$ cat src/rtl/wb_cnn_slave.sv
// wb_cnn_slave: Wishbone pipelined responder fronting the CNN core.
//
// Holds the 8x8 input image (IMG_WORDS x 32-bit, 4 pixels per word), the
// CTRL/STATUS register and the RES_WORDS x 32-bit result buffer. It turns host
// bus cycles into core start pulses and serves the core-side memory ports.
//
// Ports:
//   clk, rst            clock; asynchronous active-low reset
//   i_wb_cyc/stb/we     Wishbone cycle, strobe, write-enable
//   i_wb_sel[3:0]       byte-lane enables (image writes)
//   i_wb_addr[31:0]     byte address
//   i_wb_data[31:0]     write data
//   o_wb_data[31:0]     read data, valid with o_wb_ack
//   o_wb_ack            one-cycle acknowledge, registered
//   o_wb_stall          combinational stall (core owns image/result region)
//   o_start             one-cycle core start pulse
//   i_done              one-cycle core completion pulse
//   i_px_addr[5:0]      core pixel read address
//   o_px_data[7:0]      pixel, one cycle after i_px_addr
//   i_res_we/addr/data  core result write port
//   o_irq               only with WB_CNN_IRQ_EN: done & irq_en, registered
//
// Build option: define WB_CNN_IRQ_EN to add o_irq and the CTRL irq_en bit.
module wb_cnn_slave #(
    parameter int IMG_WORDS = 16,
    parameter int RES_WORDS = 16
) (
    input  logic        clk,
    input  logic        rst,
    input  logic        i_wb_cyc,
    input  logic        i_wb_stb,
    input  logic        i_wb_we,
    input  logic [3:0]  i_wb_sel,
    input  logic [31:0] i_wb_addr,
    input  logic [31:0] i_wb_data,
    output logic [31:0] o_wb_data,
    output logic        o_wb_ack,
    output logic        o_wb_stall,
    output logic        o_start,
    input  logic        i_done,
    input  logic [5:0]  i_px_addr,
    output logic [7:0]  o_px_data,
    input  logic        i_res_we,
    input  logic [3:0]  i_res_addr,
    input  logic [31:0] i_res_data
`ifdef WB_CNN_IRQ_EN
    ,
    output logic        o_irq
`endif
);
    localparam int IW = $clog2(IMG_WORDS);
    localparam int RW = $clog2(RES_WORDS);
    localparam logic [6:0] IMG_LIM = 7'(IMG_WORDS);
    localparam logic [6:0] RES_LIM = 7'(RES_WORDS);

    logic [31:0] img_mem [IMG_WORDS];
    logic [31:0] res_mem [RES_WORDS];

    logic [3:0]  region;
    logic [5:0]  widx, res_off;
    logic [IW-1:0] img_idx;
    logic [RW-1:0] res_idx;
    logic        is_img, is_ctrl, is_res;
    logic        accept, wr, rd, ctrl_wr, start_req;
    logic        busy_q, busy_d, done_q, done_d, err_q, err_d, start_q, start_d;
    logic        ack_q;
    logic [31:0] data_q, rdata_d, status;
    logic [7:0]  px_q;

    assign region  = i_wb_addr[31:28];
    assign widx    = i_wb_addr[7:2];
    assign res_off = widx - 6'd1;
    assign img_idx = widx[IW-1:0];
    assign res_idx = res_off[RW-1:0];

    assign is_img  = (region == 4'h0) && ({1'b0, widx} < IMG_LIM);
    assign is_ctrl = (region == 4'h4) && (widx == 6'd0);
    assign is_res  = (region == 4'h4) && (widx != 6'd0) && ({1'b0, widx} <= RES_LIM);

    // Core owns the image and result ports while busy; CTRL stays reachable.
    assign o_wb_stall = busy_q & (is_img | is_res);
    assign accept     = i_wb_cyc & i_wb_stb & ~o_wb_stall;
    assign wr         = accept & i_wb_we;
    assign rd         = accept & ~i_wb_we;
    assign ctrl_wr    = wr & is_ctrl;
    assign start_req  = ctrl_wr & i_wb_data[0];

`ifdef WB_CNN_IRQ_EN
    logic irq_en_q, irq_en_d, irq_q;
    assign irq_en_d = ctrl_wr ? i_wb_data[3] : irq_en_q;
    always_ff @(posedge clk or negedge rst) begin
        if (!rst) begin
            irq_en_q <= 1'b0;
            irq_q    <= 1'b0;
        end else begin
            irq_en_q <= irq_en_d;
            irq_q    <= done_d & irq_en_d;
        end
    end
    assign o_irq = irq_q;
`else
    logic irq_en_q;
    assign irq_en_q = 1'b0;
`endif

    assign status = {28'b0, irq_en_q, err_q, done_q, busy_q};

    // Completion is applied first so that a start landing with i_done while
    // busy still counts as a start-while-busy error.
    always_comb begin
        busy_d  = busy_q;
        done_d  = done_q;
        err_d   = err_q;
        start_d = 1'b0;
        if (i_done && busy_q) begin
            busy_d = 1'b0;
            done_d = 1'b1;
        end
        if (ctrl_wr && i_wb_data[2])
            err_d = 1'b0;
        if (start_req) begin
            if (busy_q) begin
                err_d = 1'b1;
            end else begin
                busy_d  = 1'b1;
                done_d  = 1'b0;
                start_d = 1'b1;
            end
        end
    end

    assign rdata_d = !rd    ? 32'h0 :
                     is_img  ? img_mem[img_idx] :
                     is_ctrl ? status :
                     is_res  ? res_mem[res_idx] : 32'h0;

    always_ff @(posedge clk or negedge rst) begin
        if (!rst) begin
            busy_q  <= 1'b0;
            done_q  <= 1'b0;
            err_q   <= 1'b0;
            start_q <= 1'b0;
            ack_q   <= 1'b0;
            data_q  <= 32'h0;
            px_q    <= 8'h0;
        end else begin
            busy_q  <= busy_d;
            done_q  <= done_d;
            err_q   <= err_d;
            start_q <= start_d;
            ack_q   <= accept;
            data_q  <= rdata_d;
            px_q    <= img_mem[i_px_addr[IW+1:2]][{i_px_addr[1:0], 3'b000} +: 8];
        end
    end

    // Writes land at acceptance, so a later cyc drop only loses the ack.
    always_ff @(posedge clk) begin
        if (wr && is_img)
            for (int b = 0; b < 4; b++)
                if (i_wb_sel[b])
                    img_mem[img_idx][8*b +: 8] <= i_wb_data[8*b +: 8];
    end

    always_ff @(posedge clk or negedge rst) begin
        if (!rst) begin
            for (int i = 0; i < RES_WORDS; i++)
                res_mem[i] <= 32'h0;
        end else if (i_res_we) begin
            res_mem[i_res_addr[RW-1:0]] <= i_res_data;
        end
    end

    assign o_wb_ack  = ack_q & i_wb_cyc;
    assign o_wb_data = data_q;
    assign o_start   = start_q;
    assign o_px_data = px_q;

    logic unused_bits;
    assign unused_bits = ^{i_wb_addr[27:8], i_wb_addr[1:0], res_off[5:RW]};
endmodule

$ cat config.mk
export PLATFORM = sky130hd
export DESIGN_NAME = wb_cnn_slave
export DESIGN_NICKNAME = d
export VERILOG_FILES = /design/src/rtl/wb_cnn_slave.sv
export SDC_FILE = /design/constraint.sdc
export NUM_CORES = 1
export LEC_CHECK = 0
export CAP_MARGIN = 20
export CELL_PAD_IN_SITES_DETAIL_PLACEMENT = 0
export CELL_PAD_IN_SITES_GLOBAL_PLACEMENT = 1
export CORE_AREA = 2 2 359 397
export DETAILED_ROUTE_END_ITERATION = 10
export DIE_AREA = 0 0 361 399
export PLACE_DENSITY_LB_ADDON = 0.1
export SLEW_MARGIN = 20
export SYNTH_ARGS = -nofsm -noshare
export SYNTH_HDL_FRONTEND = slang
export SYNTH_SLANG_ARGS = --single-unit
export TNS_END_PERCENT = 30
$ cat constraint.sdc
create_clock -name clk -period 6.2 [get_ports clk]
set_input_delay 0.62 -clock clk [delete_from_list [all_inputs] [get_ports clk]]
set_output_delay 0.62 -clock clk [all_outputs]
set_load 0.01 [all_outputs]
* After elaboration in Yosys (flattened, before gate mapping)
Memories as Yosys holds them, arrays and structs flattened.
Cells that the tools add are included.
** Operators by class
- Multiplexer cells :: 33
- $lt $le $gt $ge :: 5
- Equality and inequality tests :: 1
- Reduce and logical (&&, ||, !) cells :: 11
- Shifts and indexed selects :: 1
- Bitwise operators :: 13
- $add $sub $neg :: 1
** Operators by type and width (number)
- 512-bit bitwise mux :: 1
- 32-bit 2-to-1 mux :: 7
- 32-bit binary-select mux with 4-bit select :: 1
- 32-bit demux with 4-bit select :: 1
- 32-bit by 6-bit variable part select with 8-bit output :: 1
- 1-bit 2-to-1 mux :: 23
- 5-bit greater-or-equal comparator, second input constant :: 2
- 4-bit inverter with 5-bit output :: 2
- 1-bit bitwise AND :: 8
- 1-bit logical AND :: 8
- 6-bit by 5-bit <= comparator with 1-bit output, second input constant :: 1
- 6-bit zero test :: 1
- 6-bit by 5-bit less-than comparator with 1-bit output, second input constant :: 1
- 6-bit nonzero test :: 1
- 5-bit by 1-bit less-than comparator with 1-bit output, second input constant :: 1
- 4-bit by 3-bit == test with 1-bit output, second input constant :: 1
- 4-bit zero test :: 1
- 4-bit by 1-bit subtractor with 4-bit output, second input constant :: 1
- 1-bit inverter :: 2
- 1-bit bitwise OR :: 1
** Word-level totals
- Word-level logic and storage cells :: 89
- Input port bits :: 117
- Output and inout port bits :: 43
- Bits in registers :: 557
- Memory bits (writable) :: 512
- Memories kept :: 1
** Memory list
- img_mem :: depth 16, width 32, rd ports 2, clocked after memory_dff 0, write ports 1, line 56 : logic [31:0] img_mem [IMG_WORDS];

* Logic depth before layout (Yosys ltp)
Gate-level depths: netlist of run 1.
- Depth after elaboration :: 13
- Gate-level depth with buffers :: 13
- Gate-level depth less buffers :: 7

* Least setup slack after synthesis of run 1
OpenSTA, ideal clock, no wires.
- Path type :: in2reg
- From :: in i_wb_addr[2]
- To :: reg data_q[30], in the netlist o_wb_data[30]
- Path buffers :: 4
- Data required time :: 6.072 ns
- Setup time :: 0.128 ns
- Stages :: 11
- Path slack :: 2.868 ns
- Arrival :: 3.204 ns
- Cell sequence :: buf_2 buf_6 buf_2 inv_2 ha_1 xor2_4 buf_6 mux4_2 mux2_4 a22oi_2 a211oi_2
** On the way
- Longest elaborated chain between the ends :: 9
- Elaborated cells between the ends (all ways) :: 23
- Those cells by class :: add/sub: 1; order compare: 2; mux: 7; bitwise: 6; reduce/logical: 6; memory: 1
** RTL lines
- from (decl) :: line 34 : input logic [31:0] i_wb_addr,
- 4-bit by 1-bit subtractor with 4-bit output / 6-bit nonzero test (equally long branches) :: line 72, 78
- 4-bit inverter with 5-bit output (implied by the code) / 1-bit logical AND (equally long branches) :: line 135, 78
- 32-bit binary-select mux with 4-bit select / 1-bit logical AND (equally long branches) :: line 135, 78
- 32-bit 2-to-1 mux (implied by the code) / 1-bit bitwise OR (equally long branches) :: line 135, 81
- 32-bit 2-to-1 mux (implied by the code) / 1-bit bitwise AND (equally long branches) :: line 135, 81
- 32-bit 2-to-1 mux / 1-bit inverter (equally long branches) :: line 135, 82
- 32-bit 2-to-1 mux / 1-bit bitwise AND (equally long branches) :: line 134, 82
- 32-bit 2-to-1 mux / 1-bit bitwise AND (equally long branches) :: line 133, 84
- 32-bit 2-to-1 mux * :: line 132 : assign rdata_d = !rd ? 32'h0 :
- named net rdata_d[30] :: line 67 : logic [31:0] data_q, rdata_d, status;
- to (signal assigned) :: line 152 : data_q <= rdata_d;
- to (decl) :: line 67
Mark *: on every way through the listed nets, which the timed path passes. The rest lies on a longest branch. The select of a mux whose other input is x is not followed.
A chain may end at the register's enable or synchronous reset.

* Worst setup path in the final report of run 1
- From :: in i_wb_addr[2]
- To :: out o_wb_stall
** On the way
- Longest elaborated chain between the ends :: 5
- Elaborated cells between the ends (all ways) :: 8
- Those cells by class :: order compare: 2; bitwise: 2; reduce/logical: 4
** RTL lines
- branches (longest 3 deep; another with 6-bit by 5-bit less-than comparator with 1-bit output)
- 1-bit bitwise OR * :: line 81 : assign o_wb_stall = busy_q & (is_img | is_res);
- 1-bit bitwise AND * :: line 81
- to (decl) :: line 38 : output logic o_wb_stall,
Every way passes the cells marked *.

==> results.md, run 1 <==
- CP Depth: 8
- Hold WS: 0.481 ns
- HP Class: flop to flop
- Gp weighted congestion: 0.743
- Hold Path Depth: 1
- Hold_buf cts: 1
- Post-synth ARST share: 52.1%
- Reg2reg end: img_mem[0][13]
- Number of flops mapped to enable cells by yosys: 512
- Int Power: 14.1 mW
- Inst Count DP: 4469
- RSZ-0062 raised after global routing: false
- Worst Hold End: res_mem[350]
- Fillers: 12300
- Worst-Margin Slew: 1.15 ns
- Leak: 20.3 nW
- Type of the worst setup path: input pin to output pin
- Layout Skew: 0.0219 ns
- Psw: 4.24 mW
- Final setup fails: 0
- Met3 routed WL: 8330 um
- Largest net degree at the start of global routing: 161
- Detail Route met2 WL: 69500 um
- Total Die Area: 0.144 mm2
- H-tree depth: 3
- Clock net sink count: 1069
- Drt first pass iters: 5
- Top routing layer used: met5
- Post-CTS setup buffer count: 0
- IO Count: 160
- MaxCap Viol Count: 0
- WL final: 141000 um
- Width of the die: 361 um
- Worst-case clock buffer depth: 3
- Flop2flop setup slack: 3.38 ns
- Final worst path period share: 66.3%
- Clock root buffer: clkbuf_16
- Post_cts resized: 0
- Vias/cell: 5.53
- Max VDD drop: 0.250 mV
- Final hold vios: 0
- Syn_nets: 2777
- Drt initial violations: 2283
- Sw frac: 23.1%
- Outcome: finished, final reports clean
- Final setup margin: 2.09 ns
- Minimum clock period: 4.11 ns
- Fraction of layout cells with a size suffix above 1: 46.5%
- Total CTS buffers: 118
- Mapped Area: 0.0488 mm2
- Core area: 0.140 mm2
- Final non-filler cell total: 4696
- Worst Reg-to-Reg Cells: 4
- Clk Latency, worst-skew pair: 0.72 ns
- Worst r2r src: busy_q
- Critical Path Fanout Max: 42
- Remaining global-route overflow: 0
- Synth Area per Inst: 18.4 um2
- Worst Setup End Kind: output pin
- Clock Pin Slew Worst Setup and Hold Paths: 0.05 ns
- Worst hold start: res_mem[350]
- Setup crit start: i_wb_addr[2]
- Ys Warns: 0
- Synth Register Bits: 1069
- CTS tree: done
- GRT Total Usage: 19.7%
- Per-cell routed wire length: 30.1 um
- Max Slew Vio Count: 0
- Master of the slowest instance on the critical path: or3b_1
- Sequential area share after synthesis: 60.1%
- Clk pwr share: 40.6%
- Critical path's top delay family: buffers and inverters
- Slowest stage delay, CP: 0.56 ns
- Critical Path RT: 5.58 ns
- Yosys cell types: 59
- Combinational share of power: 12.6%
- Synthesized instance count: 2655
- Starting Density: 34.9%
- Worst path bufs/invs: 3
- Vias: 26000
- Critical path arrival: 3.49 ns
- DRC violations left: 0
- Detailed placement HPWL: 89000 um
- Nets: 2888
- Post-route ant nets: 0
- Vias in the first global route: 28300
- Initial antenna violation count: 12
- Die H: 399 um
- Input/output buffers: 137
- Ys flop type: dfrtp_1
- Achievable Freq: 243 MHz
- Pre-CTS setup slack: 1.94 ns
- Reg power frac: 46.8%
- Area grow syn2layout: 15.4%
- Worst rel slew slack: 23.3%
- Post-route setup TNS: 0 ns
- FP Rows: 144
- Crit-path cells: buf_8 > inv_2 > ha_4 > or3b_1 > xor2_2 > a21oi_2 > nor2_1 > clkdlybuf4s50_1
- CP Launch Type: input pin
- Power per standard cell area: 327 mW/mm2
- Global-route wire length before repair: 204000 um
- M1 WL: 60200 um
-- final cells by class --
class / instances / area [um2] / area share (%)
multi-input combinational: 1361 / 18400 / 32.8
sequential: 1069 / 29300 / 52.1
clock inverter: 61 / 795 / 1.41
antenna: 3 / 7.51 / 0.0133
inverter: 7 / 26.3 / 0.0467
tap: 1825 / 2280 / 4.06
clock buffer: 161 / 3380 / 6.00
timing repair buffer: 209 / 2010 / 3.57
-- routing by layer --
metal	track usage (%)	up-vias
li1	-	10800
met1	25.9	14300
met2	32.9	678
met3	4.43	188
met4	5.75	10
met5	0	-
-- metrics by stage --
| stage | utilization (%) | power [mW] | cell area [um2] |
|---|---|---|---|
| after global routing | 40.3 | 19.1 | 56300 |
| after floorplan | - | 10.3 | 48800 |
| after global placement | 37.3 | 10.9 | 52000 |
| after detailed placement | 37.3 | 11.1 | 52100 |
| after CTS | 40.3 | 18.6 | 56200 |
| final | 40.3 | 18.4 | 56300 |
-- worst reg2reg max path, stage by stage (launching register included) --
cell	delay, ns
dfrtp_1	0.43
inv_1	0.30
and3_2	0.47
nand2_2	0.29
nor2_1	0.94
-- cells in the final DEF, fill, tap and decap left out, drive strengths merged, types with 2 or more instances in the layout --
cell / count
o21ai: 13
a21oi: 39
nand2: 67
dfrtp: 557
a211oi: 12
edfxtp: 512
clkdlybuf4s50: 128
buf: 80
clkinvlp: 3
or3: 3
bufinv: 18
inv: 9
and2: 2
nor3: 3
and3: 2
xor2: 2
mux2i: 25
clkbuf: 161
a22oi: 30
clkinv: 38
nand2b: 3
mux4: 425
o2111ai: 2
a32oi: 6
mux2: 583
nand3: 9
o211ai: 6
nor2b: 7
ha: 5
diode: 3
nand3b: 3
o22ai: 7
a221oi: 2
nor2: 94
-- Yosys cell counts (2+ instances only) --
cell type  number  area share (%)
mux4_1          4            0.22
nand2_2         4           0.051
a22oi_2        12            0.31
a211oi_2        3           0.077
o22ai_1         7           0.090
nand3b_1        3           0.046
mux2_1          6            0.14
a211oi_1        9            0.14
a21oi_1        28            0.29
mux4_2        421              19
o211ai_1        6           0.092
or3_1           3           0.038
buf_2          48            0.49
buf_4          20            0.31
nand2b_1        3           0.038
nand3_1         9           0.092
a221oi_1        2           0.036
mux2i_1        25            0.51
a21oi_2        11            0.20
inv_1           5           0.038
buf_6          20            0.46
mux2_2        576              13
clkbuf_1      104            0.80
nor3_1          2           0.021
edfxtp_1      512              32
a32oi_1         6            0.11
ha_1            5            0.13
buf_1          25            0.19
a22oi_1        18            0.28
nand2_1        63            0.48
nor2_1         93            0.72
inv_2           2           0.015
dfrtp_1       557              29
o21ai_1         6           0.062
o21ai_0         7           0.072
nor2b_1         7           0.090
-- sequential cells by signal, summed over array words and instances (netlist names), 8 cells and up --
| name | count |
|---|---|
| o_wb_data | 32 |
| o_px_data | 8 |
| res_mem | 512 |
| img_mem | 512 |
-- cell families after synthesis --
family / share of synthesized area (%)
multiplexers: 33.6
XOR/XNOR: 0.108
flip-flops: 60.1
AND/OR/NAND/NOR: 1.80
AO/OA/AOI/OAI: 1.88
adder cells (fa/ha/maj): 0.128
buffers and inverters: 2.34
-- power groups by stage --
stage | sequential, mW | clock [mW] | combinational (mW)
floorplan | 8.60 | 0 | 1.72
global placement | 8.66 | 0 | 2.28
detailed placement | 8.74 | 0 | 2.35
CTS | 8.60 | 7.66 | 2.36
global route | 8.69 | 7.95 | 2.49
finish | 8.60 | 7.47 | 2.31
-- how the worst max path moves through the flow --
stage,to
2_1_floorplan,o_wb_data[30]
5_1_grt,o_wb_stall
6_report,o_wb_stall
3_3_place_gp,o_wb_data[20]
3_5_place_dp,o_wb_data[20]
4_1_cts,o_wb_stall
No activity file was read; power rests on OpenSTA's default activity.
==> run 2: changes to the inputs <==
==> constraint.sdc (replaced) <==
create_clock -name clk -period 4.21 [get_ports clk]
set_input_delay 0.421 -clock clk [delete_from_list [all_inputs] [get_ports clk]]
set_output_delay 0.421 -clock clk [all_outputs]
set_load 0.01 [all_outputs]
==> results.md, run 2 (synthesis results as in run 1) <==
- Critical Path Fanout Max: 21 (-50%)
- Die H: 399 um (unchanged)
- Final setup fails: 0 (unchanged)
- RSZ-0062 raised after global routing: false
- DRC violations left: 0 (unchanged)
- Drt first pass iters: 5 (unchanged)
- GRT Total Usage: 19.7% (+0.024 points)
- Reg power frac: 47.8% (+1.0 points)
- IO Count: 160 (unchanged)
- Starting Density: 34.9% (unchanged)
- Vias in the first global route: 28700 (+1.6%)
- Int Power: 20.3 mW (+44%)
- Power per standard cell area: 468 mW/mm2 (+43%)
- Final hold vios: 0 (unchanged)
- Clock net sink count: 1069 (unchanged)
- Leak: 20.6 nW (+1.5%)
- Initial antenna violation count: 9 (-3)
- Input/output buffers: 137 (unchanged)
- Minimum clock period: 3.09 ns
- Post-route ant nets: 0 (unchanged)
- Seq. cell area: 0.0293 mm2 (unchanged)
- Critical path arrival: 2.67 ns (-0.82 ns)
- Nets: 2955 (+2.3%)
- Psw: 6.17 mW (+45%)
- Critical Path RT: 3.79 ns (-1.79 ns)
- Fillers: 12400 (+0.42%)
- Fraction of layout cells with a size suffix above 1: 47.3% (+0.76 points)
- Worst rel slew slack: 29.2% (+5.9 points)
- Worst-Margin Slew: 1.06 ns (-0.0843 ns)
- Most common cell after layout, fill and taps aside: mux2_2
- Detailed placement HPWL: 90400 um (+1.5%)
- Total Die Area: 0.144 mm2 (unchanged)
- Global-route wire length before repair: 205000 um (+0.57%)
- Total power: 26.5 mW (+44%)
- Reg2reg end: img_mem[11][11]
- CP Launch Type: input pin
- Flop2flop setup slack: 2.00 ns (-1.38 ns)
- Final setup margin: 1.12 ns (-0.963 ns)
- Worst Reg-to-Reg Cells: 5 (+1)
- Pre-CTS setup slack: 0.988 ns (-0.949 ns)
- Critical path's top delay family: buffers and inverters
- Achievable Freq: 324 MHz
- Worst path bufs/invs: 3 (unchanged)
- Clk pwr share: 39.3% (-1.3 points)
- Worst r2r src: busy_q
- Clock root buffer: clkbuf_16
- Post-route setup TNS: 0 ns (unchanged)
- Largest net degree at the start of global routing: 102 (-37%)
- Hold_buf cts: 1 (unchanged)
- H-tree depth: 3 (unchanged)
- Width of the die: 361 um (unchanged)
- Remaining global-route overflow: 0 (unchanged)
- Commonest cells after routing, fill and taps aside: mux2_2 (576), dfrtp_1 (557), edfxtp_1 (512)
- Core area: 0.140 mm2 (unchanged)
- Total CTS buffers: 116 (-1.7%)
- Clock Pin Slew Worst Setup and Hold Paths: 0.06 ns (about the same)
- Area grow syn2layout: 16.1%
- Post_cts resized: 0 (unchanged)
- Gp weighted congestion: 0.798 (+7.4%)
- WL final: 141000 um (-0.14%)
- Max VDD drop: 0.318 mV (+27%)
- Slowest stage delay, CP: 0.50 ns (-0.06 ns)
- MaxCap Viol Count: 0 (unchanged)
- Multi-input combinational cell area: 0.0184 mm2 (-0.14%)
- Worst-case clock buffer depth: 3 (unchanged)
- Drt initial violations: 1864 (-18%)
- Clk Latency, worst-skew pair: 0.72 ns (about the same)
- Crit-path cells: buf_6 > inv_1 > ha_4 > or3b_1 > xor2_2 > a21oi_2 > nor2_1 > clkdlybuf4s50_1
- FP Rows: 144 (unchanged)
- Max Slew Vio Count: 0 (unchanged)
- Per-cell routed wire length: 29.7 um (-1.5%)
- HP Class: input pin to asynchronous set/reset pin
- Master of the slowest instance on the critical path: clkdlybuf4s50_1
- Combinational share of power: 12.9% (+0.3 points)
- Final worst path period share: 73.3%
- Sw frac: 23.3% (+0.17 points)
- Worst Setup End Kind: output pin
- Layout Skew: 0.0246 ns (+0.00268 ns)
- Vias/cell: 5.52 (-0.11%)
- Vias: 26300 (+1.3%)
- Outcome: finished, final reports clean
- Type of the worst setup path: input pin to output pin
- Post-CTS setup buffer count: 0 (unchanged)
- CTS tree: done
==> run 2: stage by stage <==
stage / hold WS, ns / cell area (um2) / std cells / util, %
2_1_floorplan: 0.125 / 48800 / 2655 / -
3_3_place_gp: 0.462 / 52700 / 4539 / 37.7
3_5_place_dp: 0.469 / 52700 / 4539 / 37.7
4_1_cts: 0.329 / 56600 / 4759 / 40.6
5_1_grt: 0.356 / 56600 / 4761 / 40.6
6_report: 0.354 / 56600 / 4762 / 40.6
==> run 2: worst max-delay path by stage <==
stage / depth (start not counted) / startpoint / endpoint / slack, ns
after floorplan: 11 / i_wb_addr[2] / o_wb_data[30] / 1.08
after global placement: 6 / i_wb_addr[2] / o_wb_data[27] / 0.95
after detailed placement: 6 / i_wb_addr[2] / o_wb_data[27] / 0.99
after CTS: 8 / i_wb_addr[3] / o_wb_stall / 1.13
after global routing: 8 / i_wb_addr[3] / o_wb_stall / 1.00
final: 8 / i_wb_addr[3] / o_wb_stall / 1.12
==> run 2: per-layer routing <==
metal / track usage [%] / up-vias / routed length [um]
met2: 32.9 / 686 / 69300
met3: 2.85 / 210 / 6400
met4: 6.06 / 4 / 3680
li1: - / 11000 / -
met1: 26.9 / 14400 / 61800
met5: 0 / - / 20
==> run 2: power groups by stage <==
| stage | logic [mW] | clock network [mW] | registers, mW |
|---|---|---|---|
| after floorplan | 2.53 | 0 | 12.7 |
| after global routing | 3.70 | 11.1 | 12.8 |
| final | 3.43 | 10.4 | 12.7 |
| after detailed placement | 3.48 | 0 | 12.9 |
| after CTS | 3.49 | 10.7 | 12.7 |
| after global placement | 3.36 | 0 | 12.7 |
==> run 2: final cells by class <==
| type | count | share of cell area (%) |
|---|---|---|
| clock buffers | 163 | 5.92 |
| diodes | 3 | 0.0133 |
| repair buffers | 278 | 4.69 |
| multi-input cells | 1361 | 32.5 |
| flip-flops and latches | 1069 | 51.8 |
| well taps | 1825 | 4.03 |
| inverters | 7 | 0.0464 |
| clock inverters | 56 | 1.02 |
==> run 3: changes to the inputs <==
==> constraint.sdc (replaced) <==
create_clock -name clk -period 3 [get_ports clk]
set_input_delay 0.3 -clock clk [delete_from_list [all_inputs] [get_ports clk]]
set_output_delay 0.3 -clock clk [all_outputs]
set_load 0.01 [all_outputs]
==> results.md, run 3 (synthesis results as in run 1) <==
- Critical Path Sink: o_wb_stall
- Outcome: finished, final reports clean
- FP Rows: 144 (unchanged)
- Final setup fails: 0 (unchanged)
- Gp weighted congestion: 0.809 (+1.5%)
- Clk Latency, worst-skew pair: 0.73 ns (about the same)
- Clock Pin Slew Worst Setup and Hold Paths: 0.06 ns (about the same)
- Die H: 399 um (unchanged)
- Commonest cells after routing, fill and taps aside: mux2_2 (576), dfrtp_1 (557), edfxtp_1 (512)
- Crit-path cells: buf_6 > inv_1 > ha_4 > or3b_1 > xor2_2 > a21oi_2 > nor2_1 > clkdlybuf4s50_1
- Worst Reg-to-Reg Cells: 5 (unchanged)
- Gr busiest metal: met2
- MaxCap Viol Count: 0 (unchanged)
- Starting Density: 34.9% (unchanged)
- Clock root buffer: clkbuf_16
- Power per standard cell area: 650 mW/mm2 (+39%)
- HP Class: input pin to asynchronous set/reset pin
- Vias in the first global route: 28700 (+0.066%)
- Core Util, Final: 41.1% (+0.56 points)
- Worst-Margin Slew: 0.952 ns (-0.109 ns)
- CP Launch Type: input pin
- CTS tree: done
- H-tree depth: 3 (unchanged)
- Per-cell routed wire length: 30.3 um (+2.3%)
- Critical path's top delay family: buffers and inverters
- Met1 Track Usage GR: 28.2% (+1.3 points)
- Flop2flop setup slack: 0.78 ns (-1.22 ns)
- CP Depth: 8 (unchanged)
- Setup crit start: i_wb_addr[3]
- Area grow syn2layout: 17.7%
- Routing usage on met2: 34.0% (+1.1 points)
- Vias/cell: 5.50 (-0.37%)
- Total Die Area: 0.144 mm2 (unchanged)
- Multi-input combinational cell area: 0.0184 mm2 (about the same)
- Achievable Freq: 354 MHz
- Worst r2r src: img_mem[3][14]
- Most common cell after layout, fill and taps aside: mux2_2
- Largest net degree at the start of global routing: 132 (+29%)
- Worst rel slew slack: 36.3% (+7.1 points)
- RSZ-0062 raised after global routing: false
- Fillers: 12400 (-0.13%)
- Vias: 26600 (+0.95%)
- Nets: 3022 (+2.3%)
- Critical Path RT: 2.70 ns (-1.09 ns)
- Final worst path period share: 94.3%
- Width of the die: 361 um (unchanged)
- GRT met3 Usage: 2.76% (-0.098 points)
- Clock net sink count: 1069 (unchanged)
- Worst-case clock buffer depth: 3 (unchanged)
- Initial antenna violation count: 11 (+2)
- Post-route setup TNS: 0 ns (unchanged)
- Detailed placement HPWL: 95800 um (+6.0%)
- Total CTS buffers: 116 (unchanged)
- Seq. cell area: 0.0293 mm2 (unchanged)
- Type of the worst setup path: input pin to output pin
- Worst Setup End Kind: output pin
- Post_cts resized: 0 (unchanged)
- Remaining global-route overflow: 0 (unchanged)
- Global-route wire length before repair: 211000 um (+3.2%)
- Hold WS: 0.186 ns (-0.168 ns)
- Final hold vios: 0 (unchanged)
- Layout Skew: 0.0305 ns (+0.00595 ns)
- Total power: 37.3 mW (+41%)
- Worst path bufs/invs: 3 (unchanged)
- Drt first pass iters: 5 (unchanged)
- DRC violations left: 0 (unchanged)
- Critical Path Fanout Max: 4 (-81%)
- WL final: 146000 um (+3.6%)
- Minimum clock period: 2.83 ns
- Fraction of layout cells with a size suffix above 1: 48.5% (+1.2 points)
- Critical path arrival: 2.53 ns (-0.14 ns)
- Core area: 0.140 mm2 (unchanged)
- GRT Total Usage: 20.5% (+0.77 points)
- Leak: 21.0 nW (+1.9%)
- Drt initial violations: 1925 (+3.3%)
- Master of the slowest instance on the critical path: or3b_1
- Max VDD drop: 0.658 mV (+110%)
- Max Slew Vio Count: 0 (unchanged)
- Reg2reg end: o_px_data[6]
- IO Count: 160 (unchanged)
- Input/output buffers: 137 (unchanged)
- Slowest stage delay, CP: 0.49 ns (about the same)
- Post-route ant nets: 0 (unchanged)
## run 3: timing repair
action                    4_1_cts  5_1_grt
setup buffers                   0        0
hold endpoints to repair       69        0
hold buffers                    1        0
## run 3: power breakdown
| part | internal [mW] | leakage (nW) | switching [mW] |
|---|---|---|---|
| registers | 17.0 | 11.5 | 0.792 |
| logic | 2.92 | 7.57 | 2.07 |
| clock network | 8.59 | 1.91 | 5.95 |
| total | 28.5 | 21.0 | 8.81 |
## run 3: worst register-to-register path: cells and delay by family, from the launching register on
family | cells | cell delay (ns)
multiplexers | 2 | 1.06
flip-flops | 1 | 0.39
AO/OA/AOI/OAI | 2 | 0.39
AND/OR/NAND/NOR | 1 | 0.17
## run 3: area by class of cell
| cell class | count | area share [%] |
|---|---|---|
| Tap cell | 1825 | 3.98 |
| Clock inverter | 57 | 1.10 |
| Sequential cell | 1069 | 51.1 |
| Antenna cell | 4 | 0.0174 |
| Clock buffer | 157 | 5.66 |
| Inverter | 7 | 0.0458 |
| Timing Repair Buffer | 345 | 6.04 |
| Multi-Input combinational cell | 1361 | 32.1 |
## run 3: layer usage
layer  wire, um  vias up
met5         46        -
met1      64400    14600
met2      71300      680
met3       6480      198
met4       4090       10
li1           -    11100
## run 3: how the worst min path moves through the flow
stage / endpoint / cells after the start
after floorplan: ack_q / 0
after global placement: res_mem[262] / 1
after detailed placement: res_mem[294] / 1
after CTS: ack_q / 3
after global routing: res_mem[294] / 2
final: res_mem[294] / 2
## run 3: metrics by stage
| step | instance area, um2 | setup WS [ns] | std cells |
|---|---|---|---|
| 2_1_floorplan | 48800 | 0.0690 | 2655 |
| 3_3_place_gp | 53500 | 0.152 | 4606 |
| 3_5_place_dp | 53500 | 0.162 | 4606 |
| 4_1_cts | 57400 | 0.167 | 4821 |
| 5_1_grt | 57400 | 0.100 | 4822 |
| 6_report | 57400 | 0.172 | 4825 |
